===== src/rtl/slave_in_port.sv =====
// Serial-in slave port: deserialises an LSB-first address (and write data),
// issues a single memory request, and signals completion with rx_done.
module slave_in_port #(
  parameter int ADDR_LEN = 12,
  parameter int DATA_LEN = 8
) (
  input  logic                clk,
  input  logic                reset,
  input  logic                select,
  input  logic                master_valid,
  input  logic                write_en,
  input  logic                read_en,
  input  logic                rx_address,
  input  logic                rx_data,
  output logic                slave_ready,
  output logic [ADDR_LEN-1:0] mem_address,
  output logic [DATA_LEN-1:0] mem_wdata,
  output logic                mem_write,
  output logic                mem_read,
  input  logic                mem_ack,
  input  logic [DATA_LEN-1:0] mem_rdata,
  output logic [DATA_LEN-1:0] read_data,
  output logic                rx_done
);

  localparam int MAX_LEN = (ADDR_LEN > DATA_LEN) ? ADDR_LEN : DATA_LEN;
  localparam int CNT_W   = $clog2(MAX_LEN + 1);
  localparam logic [CNT_W-1:0] LAST_WR = CNT_W'(MAX_LEN - 1);
  localparam logic [CNT_W-1:0] LAST_RD = CNT_W'(ADDR_LEN - 1);

  typedef enum logic [2:0] {
    IDLE,
    RECEIVE,
    MEM_WRITE,
    MEM_READ,
    DONE
  } state_t;

  state_t           state;
  logic [CNT_W-1:0] count;
  logic             is_write;
  logic             handshake;
  logic [CNT_W-1:0] last_bit;

  // Exactly one of write_en/read_en must be set for the slave to accept.
  assign handshake = select & master_valid & slave_ready & (write_en ^ read_en);
  assign last_bit  = is_write ? LAST_WR : LAST_RD;

  always_ff @(posedge clk or posedge reset) begin
    if (reset) begin
      state       <= IDLE;
      count       <= '0;
      is_write    <= 1'b0;
      slave_ready <= 1'b1;
      mem_write   <= 1'b0;
      mem_read    <= 1'b0;
      rx_done     <= 1'b0;
      mem_address <= '0;
      mem_wdata   <= '0;
      read_data   <= '0;
    end else begin
      case (state)
        IDLE: begin
          if (handshake) begin
            mem_address[0] <= rx_address;
            if (write_en) mem_wdata[0] <= rx_data;
            is_write    <= write_en;
            count       <= CNT_W'(1);
            slave_ready <= 1'b0;
            // A one-bit transaction completes on the handshake edge itself.
            if ((write_en ? LAST_WR : LAST_RD) == '0) begin
              state     <= write_en ? MEM_WRITE : MEM_READ;
              mem_write <= write_en;
              mem_read  <= ~write_en;
            end else begin
              state <= RECEIVE;
            end
          end
        end
        RECEIVE: begin
          if (!master_valid) begin
            state       <= IDLE;
            slave_ready <= 1'b1;
            count       <= '0;
          end else begin
            for (int i = 0; i < ADDR_LEN; i++)
              if (count == CNT_W'(i)) mem_address[i] <= rx_address;
            if (is_write)
              for (int i = 0; i < DATA_LEN; i++)
                if (count == CNT_W'(i)) mem_wdata[i] <= rx_data;
            if (count == last_bit) begin
              if (is_write) begin
                state     <= MEM_WRITE;
                mem_write <= 1'b1;
              end else begin
                state    <= MEM_READ;
                mem_read <= 1'b1;
              end
            end
            count <= count + 1'b1;
          end
        end
        MEM_WRITE: begin
          if (mem_ack) begin
            mem_write <= 1'b0;
            rx_done   <= 1'b1;
            state     <= DONE;
          end
        end
        MEM_READ: begin
          if (mem_ack) begin
            mem_read  <= 1'b0;
            read_data <= mem_rdata;
            rx_done   <= 1'b1;
            state     <= DONE;
          end
        end
        DONE: begin
          rx_done     <= 1'b0;
          slave_ready <= 1'b1;
          count       <= '0;
          state       <= IDLE;
        end
        default: state <= IDLE;
      endcase
    end
  end

endmodule


===== config.mk =====
export PLATFORM = sky130hd
export DESIGN_NAME = slave_in_port
export DESIGN_NICKNAME = d
export VERILOG_FILES = /design/src/rtl/slave_in_port.sv
export SDC_FILE = /design/constraint.sdc
export NUM_CORES = 1
export LEC_CHECK = 0
export ABC_AREA = 1
export CORE_MARGIN = 5
export CORE_UTILIZATION = 45
export CTS_BUF_LIST = sky130_fd_sc_hd__clkbuf_8
export DETAILED_ROUTE_END_ITERATION = 12
export PLACE_DENSITY = 0.81
export SETUP_SLACK_MARGIN = 0.05
export SYNTH_ARGS = -nofsm -noshare
export SYNTH_HDL_FRONTEND = slang
export SYNTH_SLANG_ARGS = --single-unit

===== constraint.sdc =====
create_clock -name clk -period 4.1 [get_ports clk]
set_input_delay 0.82 -clock clk [delete_from_list [all_inputs] [get_ports clk]]
set_output_delay 0.82 -clock clk [all_outputs]
set_load 0.005 [all_outputs]

# Yosys cells after proc, flatten, opt, wreduce, memory -nomap -nowiden

Cells that the tools add are included.

Logic and storage cells: 129
Register bits after elaboration: 40
Output and inout port bits: 32
Input port bits: 17

Multiplexer cells: 33
Equality and inequality tests: 27
Reduce and logical (&&, ||, !) cells: 36
$add $sub $neg: 1
Bitwise operators: 4

Operator list:

| cell                  | count |
|---|---|
| $reduce_and A3 Y1     | 13 |
| $reduce_and A4 Y1     | 8 |
| $ne A2 B2 Y1 const B  | 10 |
| $mux W1               | 19 |
| $eq A4 B3 Y1 const B  | 4 |
| $eq A4 B4 Y1 const B  | 4 |
| $mux W3               | 4 |
| $pmux W4 S3           | 1 |
| $pmux W1 S2           | 5 |
| $reduce_and A5 Y1     | 2 |
| $pmux W3 S3           | 1 |
| $eq A4 B2 Y1 const B  | 2 |
| $mux W4               | 2 |
| $reduce_and A2 Y1     | 4 |
| $reduce_bool A2 Y1    | 4 |
| $eq A3 B2 Y1 const B  | 2 |
| $reduce_and A6 Y1     | 1 |
| $add A4 B1 Y4 const B | 1 |
| $eq A4 B1 Y1 const B  | 1 |
| $logic_not A4 Y1      | 1 |
| $and A1 B1 Y1         | 3 |
| $eq A3 B1 Y1 const B  | 1 |
| $eq A3 B3 Y1 const B  | 1 |
| $logic_not A3 Y1      | 1 |
| other kinds (6)       | 6 |

# Depth between registers and ports, before layout

Gate-level depths: netlist of run 1.

Word-level depth: 5
Gate-level depth with buffers: 9
Gate-level depth less buffers: 9

# Worst setup path after synthesis of run 1

OpenSTA, ideal clock, no wires.

Path type: in2reg
From: input port master_valid
To: register mem_address[0]
Required time: 3.978 ns
Cell stages on the path: 7
Path slack: 2.617 ns
Arrival time: 1.361 ns
Cell sequence: nand2_1 -> inv_1 -> nand2_1 -> a21boi_0 -> nand2_1 -> nand2_1 -> o21ai_1

Cells in the longest elaborated chain, start to end: 5
Elaborated cells between the ends (all ways): 6

Ends and longest elaborated chain:

| item                            | line | source |
|---|---|---|
| start: declaration              | 10   | `input logic master_valid,` |
| $and A1 B1 Y1 (3 in a row)      | 46   | `assign handshake = select & master_valid & slave_ready & (write_en ^ read_en);` |
| $ne A2 B2 Y1 (no line)          | -    |  |
| $reduce_and A4 Y1 (no line) (*) | -    |  |
| end signal: assignment          | 65   | `mem_address[0] <= rx_address;` |
| end signal: indexed assignment  | 87   | `if (count == CNT_W'(i)) mem_address[i] <= rx_address;` |
| end: declaration                | 16   | `output logic [ADDR_LEN-1:0] mem_address,` |

Every way passes the cells marked *; elsewhere a longest branch is shown, timed or not.
A chain may end at the register's enable or synchronous reset.

# Worst setup path after layout of run 1

From: register slave_ready
To: output port slave_ready

RTL lines:

| item                     | line | source |
|---|---|---|
| start: declaration       | 15   | `output logic slave_ready,` |
| start signal: assignment | 54   | `slave_ready <= 1'b1;` |
| start signal: assignment | 69   | `slave_ready <= 1'b0;` |
| start signal: assignment | 83   | `slave_ready <= 1'b1;` |

No word-level cell between the ends.

==> results of run 1 <==
worst max-delay path by stage:
stage,start,end,depth (start not counted)
final,slave_ready,slave_ready,1
after floorplan,reset,count[0],1
after CTS,slave_ready,slave_ready,1
after global placement,master_valid,mem_wdata[2],6
after global routing,master_valid,mem_wdata[2],5
after detailed placement,master_valid,mem_wdata[2],6
synthesized netlist by cell type:
cell      number  area (µm²)
o21ai_1       10        50.1
nand4_1        8        50.1
o21ai_0       12        60.1
nor2_8         1        20.0
inv_1         28         105
nor3_2         6        60.1
nand2_1       75         282
inv_2          6        22.5
a21boi_0       1        7.51
nor4_1         1        6.26
a21oi_1        4        20.0
nor2_1        16        60.1
dfstp_2        1        26.3
nor2_2         4        25.0
xor2_1         1        8.76
dfrtp_1       39         976
nand3_1       14        70.1
nor3_1         1        5.00
clkinv_1       1        3.75
buf_4          1        7.51
a211oi_1       1        7.51
a31oi_1        3        18.8
ha_1           4        50.1
nand2_2        4        25.0
clkbuf_1       2        7.51
buf_6          1        11.3
routing by layer:
metal	vias to the layer above	GRT usage, %
met5	-	0
li1	885	-
met3	6	3.90
met4	0	4.55
met1	789	18.3
met2	51	26.6
power groups by stage:
stage | logic, mW | clock network, mW | registers [mW]
after global placement | 0.511 | 0 | 0.569
after global routing | 0.589 | 0.292 | 0.577
after CTS | 0.524 | 0.275 | 0.564
final | 0.521 | 0.271 | 0.564
after detailed placement | 0.521 | 0 | 0.571
after floorplan | 0.325 | 0 | 0.555
state kept, by name, summed over array words and instances (netlist names):
signal / cells
mem_address: 12
mem_wdata: 8
read_data: 8
count: 4
state: 3
is_write: 1
mem_read: 1
mem_write: 1
rx_done: 1
slave_ready: 1
cells by family (layout without fill, tap and decap cells):
kind of cell             count (synthesis)  in the layout  share of synthesized area (%)
AND/OR/NAND/NOR                        130            130                           30.4
flip-flops                              40             40                           50.5
buffers and inverters                   39             92                           7.94
AO/OA/AOI/OAI                           31             31                           8.26
adder cells (fa/ha/maj)                  4              4                           2.52
XOR/XNOR                                 1              1                          0.441
final cells by class:
cell class                 instances  area share [%]
clock buffer                       6            3.17
tap                               52            2.50
timing repair buffer              49            18.7
clock inverter                     2           0.384
inverter                          35            5.04
multi-input combinational        166            31.7
sequential                        40            38.5
==> impl_results.md, run 1 <==
* Relative slew slack at a little over half
* Pwr per Cell Area at 520 nW/µm²
* Synth unique cells at 26
* Power share of the clock group at ~20%
* Max Cap Viol at 0
* Hold path start: slave_ready
* Hold_buf cts at 0
* DIE AREA at about 5800 µm²
* Synth Instances at around 250
* First-pass GRT wire length at about 7.5 mm
* Hold path cells at 2
* Number of global-route vias before repair at around 1,700
* Row cnt at 24
* Total power at 1.36 mW
* Diode count at 0
* Setup crit end kind: primary output
* Core Area at ~4300 µm²
* I/O pin total at 49
* Initial antenna violation count at 0
* Crit Path Max Fanout at 3
* Tcrit/Tclk final at between 50% and 60%
* TritonCTS clock tree: done
* Synthesized area per cell at 8.10 µm²
* Cell area after layout at about 2600 µm²
* M1 wire length at around 1.9 mm
* Largest stage delay, worst path at ~540 ps
* Chip width at about 76 µm
* Dpl ws at 1780 ps
* Fill cell count at roughly 410
* Setup TNS at 0 ps
* Clk_skew at slightly above 8 ps
* Sequential element share of the synthesized area at a little over 50%
* Setup ws final at 1950 ps
* Slowest-stage cell, CP: dfstp_2
* Number of buffers added on ports at 48
* Sw frac at between 30% and 40%
* Final wirelength at around 4.3 mm
* Highest routed layer: met4
* Worst-path clk slew at roughly 70 ps
* NetSw at 0.503 mW
* WL/cell at between 10 and 15 µm
* Commonest non-fill, non-tap cell in the layout: nand2_1
* Die height at 76.4 µm
* DPL Wire Length at 3.30 mm
* Drt first pass iters at 4
* FF/Latch Area at between 1000 and 1500 µm²
* Clock latency on the worst-skew pair at 290 ps
* Setup Viol. Count Final at 0
* HP Class: register to register
* Drt initial violations at slightly above 90
* Arrival @ worst endpoint at 1330 ps
* CTS Buf Count at 5
* P_leak at 1.27 nW
* Placed instance count at roughly 340
* Outcome: finished, final reports clean
* Clk buf depth at 2
* Synth Warn # at 0
* Footprint of the multi-input gates at 826 µm²
* Period minus WS final at ~2100 ps
* Reg power frac at 41.6%
* Wire length on met2 at between 2 and 2.5 mm
* Total GRT Usage at roughly 15%
* Antenna Nets Post-Route at 0
* Pin count of the biggest net entering global routing at 24
* Post-synthesis cell area at between 1500 and 2000 µm²
* Routed wl met3 at around 300 µm
* Fin. max-slew vios at 0
* Worst vdd ir at 0.227 mV
* Final hold vios at 0
* Overflow after GRT at 0
* Combinational share of power at a little under two fifths
* P&R area growth vs syn at 31.2%
* RR Startpoint: state[1]
* CP Class: register to primary output
* DRC violations left at 0
* Post-CTS setup buffer count at 0
* Internal power at about 0.85 mW
* Finished Layout Cells at 350
* Initial cell density of the core at 45.9%
* Delay-heaviest family, CP: flip-flops
* End of the worst register-to-register path: mem_wdata[1]
* Hold_ws at 473 ps
* Util after Layout at about 60%
* Setup crit start kind: register
* Post-cts sizing count at 0
* Final GP Congestion at about 0.84
* Num Clock Sinks at 40
* Syn_nets at roughly 270
* Number of H-tree levels at 2
* Worst R2R Path Depth at 6
* Layout cells sized above 1 at a little over a tenth
* Least-Margin Pin Slew at between 700 and 800 ps
* CTS root buf: clkbuf_8
* Placed inst area at 2510 µm²
* Nets@finish at 318
* Crit-path cells: clkdlybuf4s50_1
* Vias post-DR at about 1,700
* Vias per inst at 4.95
* Critical Path RT at 3280 ps
* Buf+Inv Stages, Crit Path at 1
* Endpoint, Worst Hold: slave_ready
* F_max at between 0.4 and 0.5 GHz
* Reg2Reg Setup Slack at 2530 ps
* RSZ-0062 raised after global routing: false
* Most frequent cells in the layout: nand2_1 (75), clkdlybuf4s50_1 (48), dfrtp_1 (39), inv_1 (28), nor2_1 (16)
* Yosys reg bits at 40
Power figures use the tool's default switching activity.
==> inputs of run 2 (changes only) <==
PLACE_DENSITY = 0.84   (was 0.81)
clock period = 1.8 ns   (was 4.1 ns; I/O delays follow)
==> impl_results.md, run 2 (synthesized netlist as in run 1, its figures left out) <==
* Outcome: finished, final reports clean
* Delay-heaviest family, CP: flip-flops
* Internal power at 2.05 mW
* Total GRT Usage at 16.0%
* Die height at approximately 76 µm
* Final hold vios at 0
* Setup crit start kind: register
* Buf+Inv Stages, Crit Path at 1
* DPL Wire Length at about 3.4 mm
* CP Class: register to primary output
* Overflow after GRT at 0
* Worst R2R Path Depth at 6
* Power share of the clock group at between 20% and 30%
* DIE AREA at roughly 5800 µm²
* Number of buffers added on ports at 48
* Placed instance count at roughly 340
* Critical Path RT at 1440 ps
* Core Area at between 4000 and 5000 µm²
* Post-CTS setup buffer count at 0
* Dpl ws at ~40 ps
* RSZ-0062 raised after global routing: false
* Slowest-stage cell, CP: dfstp_2
* Max reg flops at 12
* Worst-path clk slew at roughly 80 ps
* Post-cts sizing count at 0
* Fin. max-slew vios at 0
* First-pass GRT wire length at around 7.7 mm
* NetSw at ~1.2 mW
* Reg power frac at 40.1%
* Largest stage delay, worst path at ~540 ps
* Number of global-route vias before repair at roughly 1,700
* End of the worst register-to-register path: mem_address[11]
* Crit-path cells: clkdlybuf4s50_1
* WL/cell at around 13 µm
* Layout cells sized above 1 at approximately a tenth
* CTS Buf Count at 5
* Setup crit end kind: primary output
* Number of H-tree levels at 2
* HP Class: primary input to async pin
* F_max at a little under 0.6 GHz
* Finished Layout Cells at approximately 350
* Period minus WS final at around 1700 ps
* Combinational share of power at around 38%
* Least-Margin Pin Slew at 315 ps
* Final wirelength at about 4.4 mm
* Clk_skew at 9.28 ps
* DRC violations left at 0
* Hold_buf cts at 0
* Arrival @ worst endpoint at 1320 ps
* Commonest non-fill, non-tap cell in the layout: nand2_1
* Vias post-DR at around 1,700
* Drt initial violations at 96
* Setup TNS at 0 ps
* Clock latency on the worst-skew pair at around 300 ps
* Drt first pass iters at 5
* P&R area growth vs syn at 33.0%
* Initial cell density of the core at between 40% and 50%
* Pwr per Cell Area at about 1200 nW/µm²
* Initial antenna violation count at 0
* Pin count of the biggest net entering global routing at 41
* Max Cap Viol at 0
* Antenna Nets Post-Route at 0
* CTS root buf: clkbuf_8
* P_leak at approximately 1.3 nW
* Worst vdd ir at approximately 0.42 mV
* Reg2Reg Setup Slack at 280 ps
* TritonCTS clock tree: done
* Largest register by flop count: mem_address
* Row cnt at 24
* RR Startpoint: count[0]
* Clk buf depth at 2
* Biggest regs: mem_address (12), mem_wdata (8), read_data (8)
* Vias per inst at about 5
* Most frequent cells in the layout: nand2_1 (75), clkdlybuf4s50_1 (48), dfrtp_1 (39), inv_1 (29), nor2_1 (16)
* Chip width at 76.4 µm
* Num Clock Sinks at 40
* Crit Path Max Fanout at 3
* Setup ws final at ~120 ps
* I/O pin total at 49
* Final GP Congestion at between 0.8 and 0.9
* Diode count at 0
* Nets@finish at ~320
* Setup Viol. Count Final at 0
* Relative slew slack at between 70% and 80%
* Tcrit/Tclk final at between 90 and 100%
* Sw frac at roughly 36%
## run 2: area by class of cell
class | instances | area, µm²
Timing Repair Buffer | 50 | 508
Clock inverter | 3 | 38.8
Fill cell | 382 | 1680
Clock buffer | 5 | 68.8
Multi-Input combinational cell | 166 | 826
Inverter | 35 | 131
Tap cell | 52 | 65.1
Sequential cell | 40 | 1000
## run 2: worst max path at each step
stage	depth (start not counted)	slack [ps]	end	from
6_report	1	120	slave_ready	slave_ready
3_5_place_dp	8	40	mem_wdata[0]	master_valid
2_1_floorplan	9	460	mem_address[0]	count[0]
3_3_place_gp	8	80	mem_address[0]	master_valid
5_1_grt	1	90	slave_ready	slave_ready
4_1_cts	1	100	slave_ready	slave_ready
## run 2: power by group through the flow
stage	Clock (mW)	Combinational [mW]	Sequential (mW)
6_report	0.714	1.20	1.29
5_1_grt	0.769	1.36	1.32
4_1_cts	0.728	1.22	1.28
3_3_place_gp	0	1.16	1.30
3_5_place_dp	0	1.21	1.30
2_1_floorplan	0	0.740	1.26
## run 2: metal layers
| layer | share of wire (%) | vias to the layer above | wire, µm | track usage [%] |
|---|---|---|---|---|
| li1 | - | 891 | - | - |
| met1 | 42 | 803 | 1870 | 19.3 |
| met2 | 51 | 47 | 2230 | 27.3 |
| met3 | 5.7 | 6 | 250 | 4.37 |
| met4 | 1.5 | 0 | 65 | 5.42 |
| met5 | 0 | - | 0 | 0 |
## run 2: stage by stage
step	power (mW)	hold slack (ps)	utilization, %	instance area [µm²]
2_1_floorplan	2.00	458	-	1990
3_3_place_gp	2.46	461	58.6	2530
3_5_place_dp	2.51	464	58.6	2530
4_1_cts	3.23	430	61.1	2640
5_1_grt	3.45	462	61.1	2640
6_report	3.20	415	61.1	2640
